==> config.mk <==
export PLATFORM = sky130hd
export DESIGN_NAME = aftab_div_sequencer
export DESIGN_NICKNAME = d
export VERILOG_FILES = /design/src/rtl/aftab_div_sequencer_pkg.sv /design/src/rtl/aftab_twos_complementer.sv /design/src/rtl/aftab_div_sequencer.sv
export SDC_FILE = /design/constraint.sdc
export NUM_CORES = 1
export LEC_CHECK = 0
export CORE_ASPECT_RATIO = 1.75
export CORE_MARGIN = 2
export CORE_UTILIZATION = 52
export CTS_BUF_LIST = sky130_fd_sc_hd__clkbuf_2
export DETAILED_ROUTE_END_ITERATION = 8
export PLACE_DENSITY = 0.83
export SLEW_MARGIN = 30
export SYNTH_ARGS = -nofsm -noshare
export SYNTH_HDL_FRONTEND = slang
export SYNTH_SLANG_ARGS = --single-unit
==> constraint.sdc <==
create_clock -name clk -period 4.8 [get_ports clk]
set_clock_uncertainty 0.15 [all_clocks]
set_input_delay 0.72 -clock clk [delete_from_list [all_inputs] [get_ports clk]]
set_output_delay 0.72 -clock clk [all_outputs]
set_load 0.05 [all_outputs]
==> src/rtl/aftab_div_sequencer_pkg.sv <==
// Shared AAU definitions for the divide sequencer: default operand width
// and the sequencer state encoding.
package aftab_div_sequencer_pkg;

  localparam int AAU_LEN = 32;

  typedef enum logic [2:0] {
    IDLE   = 3'd0,
    LAUNCH = 3'd1,
    WAIT   = 3'd2,
    FIX    = 3'd3,
    DONE   = 3'd4
  } divState_t;

endpackage

==> src/rtl/aftab_twos_complementer.sv <==
// Conditional two's-complement negate. Used both to turn signed operands into
// magnitudes and to restore the sign of the unsigned divider result.
module aftab_twos_complementer #(
  parameter int len = 32
) (
  input  logic           negate,
  input  logic [len-1:0] a,
  output logic [len-1:0] y
);

  assign y = negate ? (~a + len'(1)) : a;

endmodule

==> src/rtl/aftab_div_sequencer.sv <==
// Divide sequencer between the AAU and an unsigned (len+1)-bit divider.
// Converts signed operands to magnitudes, short-circuits divide-by-zero and
// signed overflow, launches the divider, and sign-corrects the selected result.
module aftab_div_sequencer
  import aftab_div_sequencer_pkg::*;
#(
  parameter int len = AAU_LEN
) (
  input  logic           clk,
  input  logic           rst,
  input  logic           startDivAAU,
  input  logic [len-1:0] dividend,
  input  logic [len-1:0] divisor,
  input  logic           signedOp,
  input  logic           selRem,
  input  logic           doneDiv,
  input  logic [len:0]   quotientIn,
  input  logic [len:0]   remainderIn,
  output logic           startDiv,
  output logic [len:0]   dividendMag,
  output logic [len:0]   divisorMag,
  output logic [len-1:0] divResult,
  output logic           doneDivAAU,
  output logic           busy,
  output logic           dvByZero
);

  localparam logic [len-1:0] MIN_NEG = {1'b1, {(len-1){1'b0}}};

  divState_t state, nextState;

  logic           accept, capture, fixStage;
  logic           reqDivZero, reqOvf;
  logic [len-1:0] dividendAbs, divisorAbs;

  logic [len-1:0] dividendReg;
  logic           divisorNegReg, signedReg, selRemReg, divZeroReg, ovfReg;
  logic [len-1:0] quoCap, remCap;

  logic [len-1:0] resSel, resCorr, fixValue;
  logic           negResult;

  // The divider only ever produces len-bit results here; its extra top bit is dropped.
  logic unusedTopBits;
  assign unusedTopBits = quotientIn[len] ^ remainderIn[len];

  assign reqDivZero = (divisor == '0);
  assign reqOvf     = signedOp && (dividend == MIN_NEG) && (divisor == '1);

  aftab_twos_complementer #(.len(len)) uDividendAbs (
    .negate (signedOp & dividend[len-1]),
    .a      (dividend),
    .y      (dividendAbs)
  );

  aftab_twos_complementer #(.len(len)) uDivisorAbs (
    .negate (signedOp & divisor[len-1]),
    .a      (divisor),
    .y      (divisorAbs)
  );

  assign resSel    = selRemReg ? remCap : quoCap;
  assign negResult = signedReg &
                     (selRemReg ? dividendReg[len-1] : (dividendReg[len-1] ^ divisorNegReg));

  aftab_twos_complementer #(.len(len)) uResultFix (
    .negate (negResult),
    .a      (resSel),
    .y      (resCorr)
  );

  // Final value: special cases bypass the divider result entirely.
  always_comb begin
    fixValue = resCorr;
    if (divZeroReg) begin
      fixValue = selRemReg ? dividendReg : '1;
    end else if (ovfReg) begin
      fixValue = selRemReg ? '0 : MIN_NEG;
    end
  end

  // State register.
  always_ff @(posedge clk) begin
    if (rst) state <= IDLE;
    else     state <= nextState;
  end

  // Next-state and Moore/handshake outputs.
  always_comb begin
    nextState  = state;
    startDiv   = 1'b0;
    doneDivAAU = 1'b0;
    busy       = 1'b1;
    accept     = 1'b0;
    capture    = 1'b0;
    fixStage   = 1'b0;
    case (state)
      IDLE: begin
        busy = 1'b0;
        if (startDivAAU) begin
          accept    = 1'b1;
          nextState = (reqDivZero || reqOvf) ? FIX : LAUNCH;
        end
      end
      LAUNCH: begin
        startDiv  = 1'b1;
        nextState = WAIT;
      end
      WAIT: begin
        if (doneDiv) begin
          capture   = 1'b1;
          nextState = FIX;
        end
      end
      FIX: begin
        fixStage  = 1'b1;
        nextState = DONE;
      end
      DONE: begin
        doneDivAAU = 1'b1;
        nextState  = IDLE;
      end
      default: nextState = IDLE;
    endcase
  end

  // Operand capture, divider result capture and final result registration.
  always_ff @(posedge clk) begin
    if (rst) begin
      dividendReg   <= '0;
      divisorNegReg <= 1'b0;
      signedReg     <= 1'b0;
      selRemReg     <= 1'b0;
      divZeroReg    <= 1'b0;
      ovfReg        <= 1'b0;
      dividendMag   <= '0;
      divisorMag    <= '0;
      quoCap        <= '0;
      remCap        <= '0;
      divResult     <= '0;
      dvByZero      <= 1'b0;
    end else begin
      if (accept) begin
        dividendReg   <= dividend;
        divisorNegReg <= divisor[len-1];
        signedReg     <= signedOp;
        selRemReg     <= selRem;
        divZeroReg    <= reqDivZero;
        ovfReg        <= reqOvf;
        dividendMag   <= {1'b0, dividendAbs};
        divisorMag    <= {1'b0, divisorAbs};
      end
      if (capture) begin
        quoCap <= quotientIn[len-1:0];
        remCap <= remainderIn[len-1:0];
      end
      if (fixStage) begin
        divResult <= fixValue;
        dvByZero  <= divZeroReg;
      end
    end
  end

endmodule

==> metrics.yaml, run 1 <==
floorplanning:
  ioPinCount: 238
  core-area_um2: 19000
  die-area_um2: 20500
  core.rowCount: 67
  start_util_pct: 52.7
  die_w_um: 109
  die_h_um: 188
layout:
  post-route-util_pct: 66.6
  drive_above_1_share_pct: 5.19
  layout.nets: 1611
  regArea_um2: 4010
  area_delta_synth_final_pct: 26.3
  multi_input_area_um2: 5620
  fillers: 1679
setup_path:
  path_cells: "mux2i_1, ha_1, o211ai_1, nor4b_1, nor2_1, xnor2_1, o22ai_1"
  required_ps: 5310
  crit_type: "register to register"
  cp_slowest_stage_delay_ps: 960
  start_kind: "register"
  cpMaxStageDelayCell: "dfxtp_2"
  cp_max_fo: 44
  crit_arrival_ps: 4100
  rr_worst_depth: 7
  end_kind: "register"
  rrSetupSlack_ps: 1210
synthesis:
  netlist_instances: 1295
  syn_area_um2: 10000
  yosys_register_bits: 200
  syn_avg_cell_area_um2: 7.74
  synth_edf_count: 0
  synthArstFlopShare_pct: 0
  synth_top_cells_by_count: "246 x nand2_1, 200 x dfxtp_1, 165 x a21oi_1, 125 x nor2_1, 77 x clkbuf_1"
  yosys_warnings: 0
  ys_seq_area_share_pct: 39.9
  yosys.area.top_type_share_pct: 39.9
  ys_top_cells_by_area: "dfxtp_1 40%, nand2_1 9.2%, a21oi_1 8.2%"
  synth-main-ff-cell: "dfxtp_1"
  synth_most_common_cell: "nand2_1"
  synth_top_area_cell: "dfxtp_1"
  synth_cell_types: 60
cts:
  clkLatencyLatePin_ps: 780
  cts.sinks: 200
  cts_root_buf: "clkbuf_2"
  ctsResizeCount: 0
  tritoncts: "done"
  numCtsBuffers: 17
  clockBufferDepth: 2
  post_cts_buffers: 0
  hold_buffers: 0
  clk_pin_slew_ps: 320
  cts.htree.levels: 4
sta:
  period_minus_slack_ps: 3590
  setup_violations: 0
  rsz0062_at_grt: "false"
  fin_setup_tns_ps: 0
  slew_headroom_pct: 38.5
  final-hold-violation-count: 0
  post-route-period-util_pct: 74.7
  tightest_slew_ps: 909
  fmax_mhz: 279
  drv_slew: 0
power_and_ir_drop:
  powerDensity_nw_per_um2: 288
  clkPwrFrac_pct: 21.8
  irDropWorstVdd_uv: 235
  seq_power_share_pct: 50.5
  combPwrFrac_pct: 27.7
  internal_power_mw: 2.32
  switching_power_mw: 1.32
  power.leakage_nw: 4.24
  switching_share_pct: 36.3
global_routing:
  grt_max_degree: 154
  grt.overflow.total: 0
  grtUsageTotal_pct: 27.6
  grt_pass1_vias: 9294
  antenna_found_initial: 1
  grt_pass1_wl_um: 45700
hold_path:
  hp-class: "input pin to register"
  hold_path_depth: 3
drt:
  firstDrtPassIters: 6
  drtIter0Drc: 632
  ant_nets: 0
  vias_per_cell: 5.72
  vias: 9870
  post-route-drc-count: 0
  finalWirelength_um: 28400
  routedWlPerCell_um: 16.5
placed_design:
  io_buffers: 233
  hpwl_um: 21300
  routabilityCongestion: 0.892
flow_run:
  maxCapViolations: 0
run_status:
  status: "finished, final reports clean"
==> cell type report <==
cell class | instances | area share [%]
Sequential cell | 200 | 31.6
Timing Repair Buffer | 249 | 19.4
Inverter | 14 | 0.415
Multi-Input combinational cell | 989 | 44.4
Clock inverter | 14 | 1.10
Tap cell | 241 | 2.38
Antenna cell | 1 | 0.0198
Clock buffer | 18 | 0.711
==> worst paths after layout <==
| check | from | endpoint |
|---|---|---|
| setup / recovery | selRemReg | divResult[16] |
| hold / removal | remainderIn[6] | remCap[6] |
| setup reg to reg | selRemReg | divResult[16] |
| hold reg to reg | quoCap[31] | quoCap[31] |
==> power by group through the flow <==
| stage | clock (mW) | combinational (mW) | sequential [mW] |
|---|---|---|---|
| after CTS | 0.811 | 1.01 | 1.84 |
| final | 0.793 | 1.01 | 1.84 |
| after global placement | 0 | 0.989 | 1.87 |
| after floorplan | 0 | 0.452 | 2.05 |
| after detailed placement | 0 | 1.00 | 1.87 |
| after global routing | 0.867 | 1.09 | 1.86 |
==> routing by layer <==
metal	vias to the layer above	global-route usage, %	part of all wire, %
met2	336	48.1	50
li1	4930	-	-
met1	4524	32.0	40
met5	-	0	0
met3	80	4.21	5.3
met4	0	14.1	5.1
==> cells by family (layout without fill, tap and decap cells) <==
group	Yosys count	count (layout)	share of synthesized area, %
other	1	3	0.0374
AND/OR/NAND/NOR	515	515	23.2
buffers and inverters	107	295	4.23
AO/OA/AOI/OAI	351	351	21.3
XOR/XNOR	77	77	6.72
multiplexers	40	40	4.12
flip-flops	200	200	39.9
adder cells (fa/ha/maj)	4	4	0.499
==> state kept, by name (all words and copies together), names as in the netlist <==
signal and count:
dividendReg 32, signedReg 1, selRemReg 1, remCap 32
divisorNegReg 1, dividendMag 31, quoCap 32, divZeroReg 1
ovfReg 1, state 3, divisorMag 32, divResult 32
dvByZero 1
==> layout by cell type, fill, tap and decap left out, types with 13 or more instances in the layout <==
| cell type | netlist | final |
|---|---|---|
| or4_1 | 14 | 14 |
| nand4_1 | 13 | 13 |
| nand2_1 | 246 | 246 |
| nor3_1 | 37 | 37 |
| o21ai_0 | 45 | 45 |
| mux2i_1 | 30 | 30 |
| dfxtp_1 | 200 | 199 |
| xor2_1 | 35 | 35 |
| a21oi_1 | 165 | 165 |
| xnor2_1 | 42 | 42 |
| o22ai_1 | 17 | 17 |
| a211oi_1 | 49 | 49 |
| nor2_1 | 125 | 125 |
| clkbuf_2 | 0 | 18 |
| inv_1 | 13 | 13 |
| clkdlybuf4s50_1 | 0 | 232 |
| buf_4 | 3 | 16 |
==> worst max-delay path: cells and delay by family, from the launching register on <==
kind / cells / cell delay, ps
simple gates: 2 / 1000
xor+xnor: 1 / 360
fa+ha+maj: 1 / 240
mux: 1 / 350
flops: 1 / 960
compound gates: 2 / 420
==> stage by stage <==
stage                     setup WS [ps]  total power [mW]  hold WS [ps]  instance area, um2  cells
after CTS                          1310              3.66           234               12700   1725
final                              1210              3.65           274               12700   1726
after floorplan                     983              2.50           283               10000   1296
after global placement             1060              2.86           288               12400   1693
after detailed placement           1030              2.88           296               12400   1693
after global routing                985              3.81           230               12700   1726
Power figures use the tool's default switching activity.
==> run 2: changes to the inputs <==
- clock period: 4.8 -> 3.4 ns (I/O delays scaled with it)
==> run 2 against run 1 <==
Compared with the run above:
- largest power group unchanged
- core utilization up 1.1 points
- critical endpoint is now divResult[25]
- highest routed layer unchanged
- die area unchanged
- clock-buffer cell count down 1
- critical path type unchanged
==> metrics.yaml, run 2 (synthesized netlist as in run 1, its figures left out) <==
layout:
  drive_above_1_share_pct: 6.89
  layout.nets: 1637
  final_cell_mix: "246 x nand2_1, 232 x clkdlybuf4s50_1, 199 x dfxtp_1, 165 x a21oi_1, 125 x nor2_1"
  area_delta_synth_final_pct: 28.3
  layout_commonest_cell: "nand2_1"
setup_path:
  crit_buf_inv: 2
  path_cells: "buf_4, or4_4, a222oi_1, buf_4, nand4_2, o31ai_1, xnor2_1, o22ai_1"
  cp_max_fo: 27
  cpLargestDelayFamily: "compound AO/OA/AOI/OAI gates"
  rrSetupSlack_ps: 230
  start_kind: "register"
  crit_arrival_ps: 3650
  crit_type: "register to register"
  cpMaxStageDelayCell: "or4_4"
  cp_slowest_stage_delay_ps: 540
  end_kind: "register"
  cpMostUsedCell: "buf_4"
  required_ps: 3880
  timing.rr.start: "selRemReg"
  reg2reg_to: "divResult[25]"
  critPathLaunch: "selRemReg"
  rr_worst_depth: 8
sta:
  slew_headroom_pct: 35.8
  fmax_mhz: 315
  tightest_slew_ps: 963
  post-route-period-util_pct: 93.3
  fin_worst_hold_slack_ps: 84.6
  drv_slew: 0
  rsz0062_at_grt: "false"
  period_minus_slack_ps: 3170
  fin_setup_tns_ps: 0
  final-hold-violation-count: 0
  setup_violations: 0
power_and_ir_drop:
  seq_power_share_pct: 50.0
  combPwrFrac_pct: 28.6
  powerDensity_nw_per_um2: 403
  switching_share_pct: 36.2
  irDropWorstVdd_uv: 251
  clkPwrFrac_pct: 21.5
  power.leakage_nw: 4.37
  switching_power_mw: 1.88
  finalPower_mw: 5.19
  internal_power_mw: 3.31
drt:
  post-route-drc-count: 0
  vias_per_cell: 5.71
  drtIter0Drc: 682
  finalWirelength_um: 29000
  vias: 10000
  ant_nets: 0
  routedWlPerCell_um: 16.6
  firstDrtPassIters: 5
global_routing:
  use_met1_pct: 32.5
  gr-usage-met3_pct: 4.31
  gr-max-usage-layer: "met2"
  grt_pass1_vias: 9411
  grt_util_met2_pct: 50.5
  grtUsageTotal_pct: 28.5
  grt_max_degree: 133
  antenna_found_initial: 1
  grt.overflow.total: 0
  grt_pass1_wl_um: 47000
flow_run:
  maxCapViolations: 0
placed_design:
  routabilityCongestion: 0.913
  io_buffers: 233
  hpwl_um: 22100
cts:
  ctsResizeCount: 0
  post_cts_buffers: 0
  hold_buffers: 0
  numCtsBuffers: 17
  cts.sinks: 200
  cts.htree.levels: 4
  clkLatencyLatePin_ps: 760
  clockBufferDepth: 2
  cts_root_buf: "clkbuf_2"
  tritoncts: "done"
  clk_pin_slew_ps: 310
floorplanning:
  core-area_um2: 19000
  ioPinCount: 238
  die-area_um2: 20500
  core.rowCount: 67
  die_w_um: 109
  start_util_pct: 52.7
  die_h_um: 188
hold_path:
  hold_end: "remCap[5]"
  hp-class: "input pin to register"
  hold_path_depth: 3
  hp-start: "remainderIn[5]"
run_status:
  status: "finished, final reports clean"
-- run 2: worst max-delay path by stage --
stage                     slack (ps)  depth (start not counted)       endpoint
final                            230                          8  divResult[25]
after floorplan                   30                         12  divResult[30]
after global routing              20                          7  divResult[30]
after CTS                        290                          8  divResult[25]
after global placement           220                         10       state[1]
after detailed placement         190                         10       state[1]
-- run 2: final cells by class --
class | count | area (um2)
fillers | 1621 | 6160
multi-input cells | 989 | 5620
flip-flops and latches | 200 | 4010
repair buffers | 275 | 2660
well taps | 241 | 302
clock inverters | 15 | 139
clock buffers | 17 | 85.1
inverters | 14 | 52.6
diodes | 1 | 2.50
-- run 2: power groups by stage --
| stage | Combinational (mW) | Clock (mW) | Sequential [mW] |
|---|---|---|---|
| after global placement | 1.45 | 0 | 2.63 |
| after global routing | 1.60 | 1.23 | 2.61 |
| after detailed placement | 1.47 | 0 | 2.63 |
| after floorplan | 0.641 | 0 | 2.89 |
| after CTS | 1.47 | 1.14 | 2.59 |
| final | 1.48 | 1.11 | 2.59 |
-- run 2: worst min-delay path: cells and delay by family --
family / cells / cell delay, ps
and+or+nand+nor: 1 / 50
AOI/OAI and AO/OA: 1 / 50
buffers and inverters: 1 / 390
-- run 2: through the flow --
stage          std cells  cell area (um2)  utilization (%)  setup WS (ps)
2_1_floorplan       1296            10000                -           31.1
3_3_place_gp        1719            12600             66.4            221
3_5_place_dp        1719            12600             66.4            187
4_1_cts             1751            12900             67.6            290
5_1_grt             1752            12900             67.6           21.2
6_report            1752            12900             67.6            227
-- run 2: per-layer routing --
metal	routed length [um]	vias up
met4	1290	0
met5	0	-
met1	11400	4604
met3	1460	75
met2	14800	333
li1	-	4989
==> run 3: changes to the inputs <==
- SYNTH_HIERARCHICAL: not set -> 1
==> run 3 against run 2 <==
Compared with the run above:
- routed wire length up 3.8%
- global-route usage up 0.074 points
- core utilization up 0.13 points
- sequential cell count up 1
- synthesized cell count about the same
- first-iteration DRC count down 20%
- clock-buffer cell count up 50
- register-to-register slack better by 130 ps
- area after synthesis up 1.5%
- critical endpoint is now busy
==> metrics.yaml, run 3 <==
setup_path:
  path_cells: "nor3_1, inv_1, clkdlybuf4s50_1"
  start_kind: "register"
  cp_slowest_stage_delay_ps: 740
  cpMaxStageDelayCell: "clkdlybuf4s50_1"
  cp_max_fo: 11
  end_kind: "output pin"
  required_ps: 2740
  crit_arrival_ps: 2440
  cpLargestDelayFamily: "buffers and inverters"
  crit_type: "register to output pin"
  crit_buf_inv: 2
global_routing:
  grtUsageTotal_pct: 28.6
  grt_max_degree: 97
  grt_pass1_vias: 9919
  antenna_found_initial: 1
  grt_pass1_wl_um: 47800
  grt.overflow.total: 0
sta:
  fin_setup_tns_ps: 0
  rsz0062_at_grt: "false"
  final-hold-violation-count: 0
  post-route-period-util_pct: 91.1
  slew_headroom_pct: 49.9
  setup_violations: 0
  fmax_mhz: 323
  drv_slew: 0
  tightest_slew_ps: 751
  period_minus_slack_ps: 3100
placed_design:
  place_inst: 1696
  io_buffers: 233
  routabilityCongestion: 0.914
  hpwl_um: 21900
floorplanning:
  ioPinCount: 238
  core.rowCount: 67
  core-area_um2: 19200
  die_h_um: 189
  die_w_um: 110
  die-area_um2: 20800
  start_util_pct: 53.0
layout:
  layout.nets: 1642
  final_cell_mix: "396 x nand2_1, 232 x clkdlybuf4s50_1, 201 x dfxtp_1, 172 x a21oi_1, 91 x xnor2_1"
  post-route-util_pct: 67.8
  layout.cells.non_filler: 1778
  multi_input_area_um2: 5750
  layout_commonest_cell: "nand2_1"
  area_delta_synth_final_pct: 27.8
  fillers: 1607
  regArea_um2: 4020
  drive_above_1_share_pct: 10.3
drt:
  vias: 10000
  ant_nets: 0
  firstDrtPassIters: 5
  finalWirelength_um: 30100
  post-route-drc-count: 0
  routedWlPerCell_um: 16.9
  drtIter0Drc: 548
  vias_per_cell: 5.64
hold_path:
  hp-class: "input pin to register"
power_and_ir_drop:
  powerDensity_nw_per_um2: 398
  power.leakage_nw: 4.50
  irDropWorstVdd_uv: 298
cts:
  cts.htree.levels: 2
  hold_buffers: 0
  cts_root_buf: "clkbuf_2"
  clkLatencyLatePin_ps: 770
  cts.sinks: 201
  numCtsBuffers: 46
  ctsResizeCount: 0
  tritoncts: "done"
  clk_pin_slew_ps: 120
  clockBufferDepth: 3
  post_cts_buffers: 0
synthesis:
  synth-main-ff-cell: "dfxtp_1"
  synth_top_cells_by_count: "398 x nand2_1, 201 x dfxtp_1, 172 x a21oi_1, 91 x xnor2_1, 53 x clkbuf_1"
  synthArstFlopShare_pct: 0
  netlist_instances: 1296
  synth_cell_types: 46
  ys_seq_area_share_pct: 39.5
  yosys_warnings: 6
  ys_top_cells_by_area: "dfxtp_1 40%, nand2_1 15%, a21oi_1 8.5%"
  yosys_register_bits: 201
  synth_top_area_cell: "dfxtp_1"
  syn_avg_cell_area_um2: 7.85
  synth_edf_count: 0
  syn_area_um2: 10200
  yosys.area.top_type_share_pct: 39.5
  synth_most_common_cell: "nand2_1"
run_status:
  status: "finished, final reports clean"
flow_run:
  maxCapViolations: 0
## run 3: changes by cell type after synthesis, moves of 17 or more
cell      before  now
xor2_1        35    0
o22ai_1       17    0
mux2_2        10   33
nor2_1       125    9
nand3_1       10   36
nand2_1      246  398
a211oi_1      49    1
xnor2_1       42   91
mux2i_1       30    0
clkbuf_1      77   53
nor3_1        37    8
## run 3: metal layers
metal / wire (um) / vias to the layer above / track usage, %
met3: 2010 / 101 / 6.37
li1: - / 4931 / -
met2: 15400 / 351 / 50.4
met1: 11200 / 4639 / 30.6
met5: 0 / - / 0
met4: 1570 / 0 / 16.0
## run 3: cell type report
class / instances / area share [%]
Sequential cell: 201 / 30.9
Tap cell: 241 / 2.32
Inverter: 8 / 0.231
Clock buffer: 67 / 2.58
Multi-Input combinational cell: 995 / 44.2
Antenna cell: 1 / 0.0192
Timing Repair Buffer: 251 / 19.3
Clock inverter: 14 / 0.443
## run 3: report_power, final
group          switching, mW  internal (mW)
registers             0.0603           2.46
clock network          0.963          0.526
logic                  0.710          0.451
total                   1.73           3.44
## run 3: kinds of logic after synthesis
group,after synthesis,synth area share (%)
and+or+nand+nor,554,25.9
AOI/OAI and AO/OA,312,18.5
buffers and inverters,101,4.13
adders and majority gates,3,0.369
xor gates and xnor gates,91,7.83
other,1,0.0368
muxes,33,3.65
DFF,201,39.5
## run 3: metrics by stage
stage | setup WS, ps | power (mW) | area [um2] | hold slack [ps]
after floorplan | 284 | 3.25 | 10200 | 282
after global placement | 457 | 3.71 | 12600 | 289
after detailed placement | 421 | 3.72 | 12600 | 294
after CTS | 275 | 5.21 | 13000 | 30.8
after global routing | 95.8 | 5.41 | 13000 | 66.4
final | 304 | 5.17 | 13000 | 90.5
## run 3: worst paths after layout
| path | start | endpoint | slack [ps] | cells after the start |
|---|---|---|---|---|
| hold reg to reg | dividendReg[18] | dividendReg[18] | 310 | 2 |
| hold / removal | rst | dividendReg[27] | 90 | 2 |
| setup / recovery | state[0] | busy | 300 | 3 |
| setup reg to reg | selRemReg | divResult[31] | 360 | 9 |
